File: config.mk
export PLATFORM = sky130hd
export DESIGN_NAME = redmule_mx_enc_arbiter
export DESIGN_NICKNAME = d
export VERILOG_FILES = /design/src/rtl/redmule_pkg.sv /design/src/rtl/redmule_rr_picker.sv /design/src/rtl/redmule_mx_enc_arbiter.sv
export SDC_FILE = /design/constraint.sdc
export NUM_CORES = 1
export LEC_CHECK = 0
export ABC_AREA = 0
export BUFFER_PORTS_ARGS = -buffer_cell sky130_fd_sc_hd__buf_2
export CAP_MARGIN = 5
export CORE_AREA = 3 3 357 359
export CTS_BUF_LIST = sky130_fd_sc_hd__clkbuf_4
export CTS_CLUSTER_SIZE = 16
export DETAILED_ROUTE_END_ITERATION = 12
export DIE_AREA = 0 0 360 362
export MAX_ROUTING_LAYER = met4
export SETUP_SLACK_MARGIN = 0.5
export SLEW_MARGIN = 10
export SYNTH_ARGS = -nofsm -noshare
export SYNTH_HDL_FRONTEND = slang
export SYNTH_HIERARCHICAL = 1
export SYNTH_SLANG_ARGS = --single-unit
File: constraint.sdc
create_clock -name clk_i -period 1.18 [get_ports clk_i]
set_input_delay 0 -clock clk_i [delete_from_list [all_inputs] [get_ports clk_i]]
set_output_delay 0 -clock clk_i [all_outputs]
set_load 0.01 [all_outputs]
File: src/rtl/redmule_pkg.sv
// Shared types and constants for the RedMulE MX encoder arbiter.
//   redmule_mx_arb_state_e : arbiter FSM state encoding (IDLE / FEED / DRAIN)
//   MX_ELEM_W              : width of one MX-encoded element in bits
//   MX_EXP_W               : width of the E8M0 shared exponent in bits
package redmule_pkg;

    localparam int MX_ELEM_W = 8;
    localparam int MX_EXP_W  = 8;

    typedef enum logic [1:0] {
        ARB_IDLE  = 2'd0,
        ARB_FEED  = 2'd1,
        ARB_DRAIN = 2'd2
    } redmule_mx_arb_state_e;

endpackage

File: src/rtl/redmule_rr_picker.sv
// Combinational round-robin picker: finds the first set request bit,
// searching cyclically upward from a start pointer.
// Ports:
//   i_req   [NUM_REQ]          request vector
//   i_ptr   [$clog2(NUM_REQ)]  start index of the search (highest priority)
//   o_valid                    at least one request is set
//   o_idx   [$clog2(NUM_REQ)]  index of the winner (don't-care if !o_valid)
module redmule_rr_picker #(
    parameter int NUM_REQ = 2
) (
    input  logic [NUM_REQ-1:0]         i_req,
    input  logic [$clog2(NUM_REQ)-1:0] i_ptr,
    output logic                       o_valid,
    output logic [$clog2(NUM_REQ)-1:0] o_idx
);

    // Rotate so that bit 0 of w_rot corresponds to requester i_ptr.
    logic [2*NUM_REQ-1:0] w_dbl;
    logic [NUM_REQ-1:0]   w_rot;

    assign w_dbl   = {i_req, i_req} >> i_ptr;
    assign w_rot   = w_dbl[NUM_REQ-1:0];
    assign o_valid = |i_req;

    // Walk from the far end down so the lowest rotated offset wins.
    always_comb begin
        o_idx = '0;
        for (int k = NUM_REQ - 1; k >= 0; k--) begin
            if (w_rot[k]) begin
                o_idx = $clog2(NUM_REQ)'((int'(i_ptr) + k) % NUM_REQ);
            end
        end
    end

endmodule

File: src/rtl/redmule_mx_enc_arbiter.sv
// Round-robin arbiter/sequencer sharing one redmule_mx_encoder between
// NUM_REQ FP16 producers. A grant is held for a whole block: NUM_GROUPS
// input beats are fed to the encoder, then the encoded MX values and the
// shared exponent are handed back to the same requester before the next
// arbitration. All handshakes are combinational pass-through (no storage).
// Optional feature macro: REDMULE_MX_ARB_STATS_EN adds blk_cnt_o, a set of
// per-requester 16-bit saturating completed-block counters.
// Ports:
//   clk_i, rst_ni                    clock, async active-low reset
//   req_valid_i/ready_o/data_i       per-requester FP16 beat stream
//   enc_fp16_valid_o/ready_i/data_o  to encoder FP16 input
//   enc_val_*/enc_exp_*              from encoder MX value / exponent outputs
//   rsp_valid_o/ready_i              per-requester encoded-block handshake
//   rsp_val_data_o, rsp_exp_data_o   shared response data buses
//   owner_o                          current / last owner
//   busy_o                           FSM not in IDLE
//   blk_cnt_o                        completed blocks per requester (stats only)
module redmule_mx_enc_arbiter
    import redmule_pkg::*;
#(
    parameter int NUM_REQ   = 2,
    parameter int DATA_W    = 256,
    parameter int BITW      = 16,
    parameter int NUM_LANES = 8
) (
    input  logic                                       clk_i,
    input  logic                                       rst_ni,
    input  logic [NUM_REQ-1:0]                         req_valid_i,
    output logic [NUM_REQ-1:0]                         req_ready_o,
    input  logic [NUM_REQ-1:0][NUM_LANES*BITW-1:0]     req_data_i,
    output logic                                       enc_fp16_valid_o,
    input  logic                                       enc_fp16_ready_i,
    output logic [NUM_LANES*BITW-1:0]                  enc_fp16_data_o,
    input  logic                                       enc_val_valid_i,
    output logic                                       enc_val_ready_o,
    input  logic [DATA_W-1:0]                          enc_val_data_i,
    input  logic                                       enc_exp_valid_i,
    output logic                                       enc_exp_ready_o,
    input  logic [MX_EXP_W-1:0]                        enc_exp_data_i,
    output logic [NUM_REQ-1:0]                         rsp_valid_o,
    input  logic [NUM_REQ-1:0]                         rsp_ready_i,
    output logic [DATA_W-1:0]                          rsp_val_data_o,
    output logic [MX_EXP_W-1:0]                        rsp_exp_data_o,
    output logic [$clog2(NUM_REQ)-1:0]                 owner_o,
    output logic                                       busy_o
`ifdef REDMULE_MX_ARB_STATS_EN
    ,
    output logic [NUM_REQ-1:0][15:0]                   blk_cnt_o
`endif
);

    localparam int IDX_W      = $clog2(NUM_REQ);
    localparam int NUM_GROUPS = DATA_W / MX_ELEM_W / NUM_LANES;
    localparam int GRP_W      = (NUM_GROUPS > 1) ? $clog2(NUM_GROUPS) : 1;
    localparam logic [GRP_W-1:0] LAST_GRP = GRP_W'(NUM_GROUPS - 1);
    localparam logic [IDX_W-1:0] LAST_REQ = IDX_W'(NUM_REQ - 1);

    redmule_mx_arb_state_e r_state, w_state_nxt;
    logic [IDX_W-1:0]      r_owner, w_owner_nxt;
    logic [IDX_W-1:0]      r_rr_ptr, w_rr_ptr_nxt;
    logic [GRP_W-1:0]      r_grp_cnt, w_grp_cnt_nxt;
    logic                  w_pick_vld;
    logic [IDX_W-1:0]      w_pick_idx;
    logic                  w_enc_both;
    logic                  w_rsp_hs;

    redmule_rr_picker #(
        .NUM_REQ (NUM_REQ)
    ) u_picker (
        .i_req   (req_valid_i),
        .i_ptr   (r_rr_ptr),
        .o_valid (w_pick_vld),
        .o_idx   (w_pick_idx)
    );

    always_ff @(posedge clk_i or negedge rst_ni) begin
        if (!rst_ni) begin
            r_state   <= ARB_IDLE;
            r_owner   <= '0;
            r_rr_ptr  <= '0;
            r_grp_cnt <= '0;
        end else begin
            r_state   <= w_state_nxt;
            r_owner   <= w_owner_nxt;
            r_rr_ptr  <= w_rr_ptr_nxt;
            r_grp_cnt <= w_grp_cnt_nxt;
        end
    end

    // Values and exponent are released together; the block is only
    // complete once both encoder outputs are present.
    assign w_enc_both = enc_val_valid_i & enc_exp_valid_i;

    always_comb begin
        w_state_nxt      = r_state;
        w_owner_nxt      = r_owner;
        w_rr_ptr_nxt     = r_rr_ptr;
        w_grp_cnt_nxt    = r_grp_cnt;
        req_ready_o      = '0;
        enc_fp16_valid_o = 1'b0;
        enc_val_ready_o  = 1'b0;
        enc_exp_ready_o  = 1'b0;
        rsp_valid_o      = '0;
        w_rsp_hs         = 1'b0;
        case (r_state)
            ARB_IDLE: begin
                // Arbitration cycle: no data moves.
                if (w_pick_vld) begin
                    w_owner_nxt   = w_pick_idx;
                    w_rr_ptr_nxt  = (w_pick_idx == LAST_REQ) ? '0 : w_pick_idx + 1'b1;
                    w_grp_cnt_nxt = '0;
                    w_state_nxt   = ARB_FEED;
                end
            end
            ARB_FEED: begin
                // Grant is held even if the owner stalls mid-block.
                enc_fp16_valid_o     = req_valid_i[r_owner];
                req_ready_o[r_owner] = enc_fp16_ready_i;
                if (req_valid_i[r_owner] && enc_fp16_ready_i) begin
                    if (r_grp_cnt == LAST_GRP) begin
                        w_grp_cnt_nxt = '0;
                        w_state_nxt   = ARB_DRAIN;
                    end else begin
                        w_grp_cnt_nxt = r_grp_cnt + 1'b1;
                    end
                end
            end
            ARB_DRAIN: begin
                rsp_valid_o[r_owner] = w_enc_both;
                w_rsp_hs             = rsp_ready_i[r_owner] & w_enc_both;
                enc_val_ready_o      = w_rsp_hs;
                enc_exp_ready_o      = w_rsp_hs;
                if (w_rsp_hs) begin
                    w_state_nxt = ARB_IDLE;
                end
            end
            default: begin
                w_state_nxt = ARB_IDLE;
            end
        endcase
    end

    // Data buses always follow the owner mux / encoder so they never float.
    assign enc_fp16_data_o = req_data_i[r_owner];
    assign rsp_val_data_o  = enc_val_data_i;
    assign rsp_exp_data_o  = enc_exp_data_i;
    assign owner_o         = r_owner;
    assign busy_o          = (r_state != ARB_IDLE);

`ifdef REDMULE_MX_ARB_STATS_EN
    logic [NUM_REQ-1:0][15:0] r_blk_cnt;

    always_ff @(posedge clk_i or negedge rst_ni) begin
        if (!rst_ni) begin
            r_blk_cnt <= '0;
        end else if (w_rsp_hs && (r_blk_cnt[r_owner] != 16'hFFFF)) begin
            r_blk_cnt[r_owner] <= r_blk_cnt[r_owner] + 16'd1;
        end
    end

    assign blk_cnt_o = r_blk_cnt;
`endif

endmodule
==> impl_metrics.toml <==
[run_status]
status = "complete, but fails checks"
violations = "setup timing"

[pwr]
power_mw = 9.634
vdd_ir_drop_max_v = 0.0004898
p_int_mw = 5.672
leakage_nw = 3.102
seqPwrFrac = 0.040
switching_share = 0.4112
power_frac_comb = 0.936
power.density_mw_per_mm2 = 1333
p_sw_mw = 3.962
clockPowerShare = 0.024

[placement]
dp_hpwl_um = 64340
dp_cells = 2227
io_buffers = 401
gp_congestion = 0.7353

[route]
first_iter_violations = 114
drtPass1Iterations = 4
ant_nets = 0
via_per_inst = 1.873
wl_per_cell_um = 29.51
num_vias = 4234
drt-total-wl_um = 66730
drc = 0

[final_layout]
final_core_util = 0.05823
area_growth_pct = 83.25
nNetsFinal = 1136
num-fill-cells = 14648
drive_above_1_share = 0.9653
final_cells = 2261

[synthesis]
synth_most_common_cell = "buf_4"
yosysWarnings = 6
synth_edf_count = 0
yosys-top-cells-count = "buf_4, mux2_2, buf_6"
syn-cell-area_sq_mm = 0.003944
synth_seq_cells = 6
synth_nets = 978
yosysTopAreaCellShare = 0.5063
netlist.top_cell.by_area = "buf_4"
syn_area_per_cell_sq_um = 8.803
synthFlopType = "dfrtp_1"
synth.distinct_cells = 26
postSynthCellCount = 448
synth_area_leaders = "buf_4, mux2_2, dfrtp_1"
yosysSeqAreaShare = 0.03807
async_flop_share = 1.000

[timing]
final.period_utilization = 1.357
fin_crit_ns = 1.602
slew_violations = 0
tns_ns = -52.24
finalHoldViolations = 0
rsz0062_at_grt = "yes"
fin_ws_ns = -0.4215
fin_skew_ns = 0.001085
fmax_mhz = 624.4
relSlewSlack = 0.8088
worst_pin_slew_ns = 0.2859
setup_violations = 143

[critical_path]
worstPathArrival_ns = 1.60
path_max_fanout = 25
crit_type = "reg -> out"
startpoint_type = "flop"
worstRegToRegCells = 5
crit_path_end_kind = "primary output"
worstPathRequired_ns = 1.18

[clock_network]
cts_sinks = 6
cts_tree = "done"
clock_latency_ns = 0.24
clockBufferDepth = 2
root_buffer = "clkbuf_4"
clkSlewWorstSetupHoldPaths_ns = 0.05
cts_buffers = 3
htree_levels = 1

[floorplanning]
chipHeight_um = 362
boundaryPins = 930
core_area_sq_mm = 0.1241
row_count = 129
die-area_sq_mm = 0.1303
start_util = 0.03177
die_width_um = 360

[global_routing]
grtUsageTotal = 0.09882
grt.overflow.total = 0
antenna_found_initial = 98
grt_pass1_vias = 3916
grt_max_degree = 26
grt_pass1_wl_um = 74450

[flow_run]
maxCapViolations = 0

[hold_path]
hold_depth = 0
hp-class = "in -> out"
[cell families (layout without fill, tap and decap cells)]
| family | count (synthesis) | after routing | share of synthesized area |
|---|---|---|---|
| buf+inv | 284 | 441 | 0.5425 |
| mux | 132 | 132 | 0.3779 |
| simple gates | 18 | 18 | 0.02570 |
| compound gates | 7 | 7 | 0.01269 |
| flops | 6 | 6 | 0.03807 |
| fa+ha+maj | 1 | 1 | 0.003172 |
| other cells | 0 | 19 | 0 |
[metal layers]
metal  routed length, um  up-vias  global-route usage
met1               17740     1734             0.07721
met3               17200      172              0.1129
li1                    -     1554                   -
met4                1526        0             0.01027
met2               30270      774              0.1569
met5                   0        -                   -
[power by group through the flow]
| stage | logic, mW | registers, mW | clock network, mW |
|---|---|---|---|
| after floorplan | 6.48 | 0.343 | 0 |
| after global placement | 7.93 | 0.381 | 0 |
| after detailed placement | 8.05 | 0.395 | 0 |
| after CTS | 8.76 | 0.380 | 0.241 |
| after global routing | 9.54 | 0.395 | 0.266 |
| final | 9.02 | 0.387 | 0.227 |
[metrics by stage]
step           setup WS, ns  hold WS [ns]  cell area [sq um]
2_1_floorplan       -0.1045       -0.2956               4582
3_3_place_gp        -0.5222       -0.1612               6634
3_5_place_dp        -0.5549       -0.1576               6634
4_1_cts             -0.4341    0.00006862               7017
5_1_grt             -0.4783    0.00001761               7199
6_report            -0.4215   0.000003919               7227
[worst max-delay path, stage by stage, from the launching register on]
cell,delay (ns)
dfrtp_4,0.50
buf_12,0.17
buf_16,0.20
mux2_4,0.32
buf_6,0.12
[placed cells by master, fill, tap and decap left out]
cell           count
mux2i_2            1
inv_4              1
mux2_4           129
nand3b_1           1
mux2i_1            1
or2_1              1
ha_1               1
clkbuf_16          1
or3b_4             1
a21boi_1           1
o41ai_2            1
o211ai_1           1
and2b_2            1
or2_4              1
nor2_1             1
dfrtp_4            1
clkbuf_4           4
buf_6             56
buf_12             7
dfrtp_1            4
nor3b_2            1
a21bo_2            1
inv_1              2
diode_2           19
dlygate4sd3_1      1
o21ai_1            2
buf_16             1
nand3_1            2
mux2i_4            1
nor3b_4            1
o22ai_2            1
buf_4             18
nor2_4             3
buf_2            350
nand2_1            3
dfrtp_2            1
nor3_2             2
[worst paths after layout]
| kind | from | endpoint | slack, ns |
|---|---|---|---|
| setup reg to reg | owner_o | r_grp_cnt[0] | -0.21 |
| min in group asynchronous | rst_ni | r_state[1] | 0.20 |
| max in group asynchronous | rst_ni | owner_o | 0.82 |
| hold reg to reg | r_rr_ptr | r_rr_ptr | 0.50 |
| hold / removal | enc_val_data_i[134] | rsp_val_data_o[134] | 0.000004 |
| setup / recovery | owner_o | enc_fp16_data_o[27] | -0.42 |
[state kept, by name, summed over array words and instances (netlist names)]
name / count
r_grp_cnt: 2
owner_o: 1
r_state: 2
r_rr_ptr: 1
[cell type report]
cell class                      instances  area (sq um)  share of cell area
Sequential cell                         6         155.1             0.02147
Tap cell                             1637          2048              0.2834
Timing Repair Buffer                  434          2720              0.3764
Clock buffer                            4         30.03            0.004155
Antenna cell                           19         47.55            0.006579
Multi-Input combinational cell        158          2212              0.3061
Inverter                                3         13.76            0.001904
[repair_timing]
action | CTS | global route
resized for setup | 57 | 26
endpoints found under the hold margin | 6 | 0
pin swaps | 3 | 4
buffers inserted | 6 | 3
hold buffers | 1 | 0
gates cloned | 0 | 1
endpoints found under the setup margin | 143 | 143
Note: power is estimated with default switching activity, not from simulation.
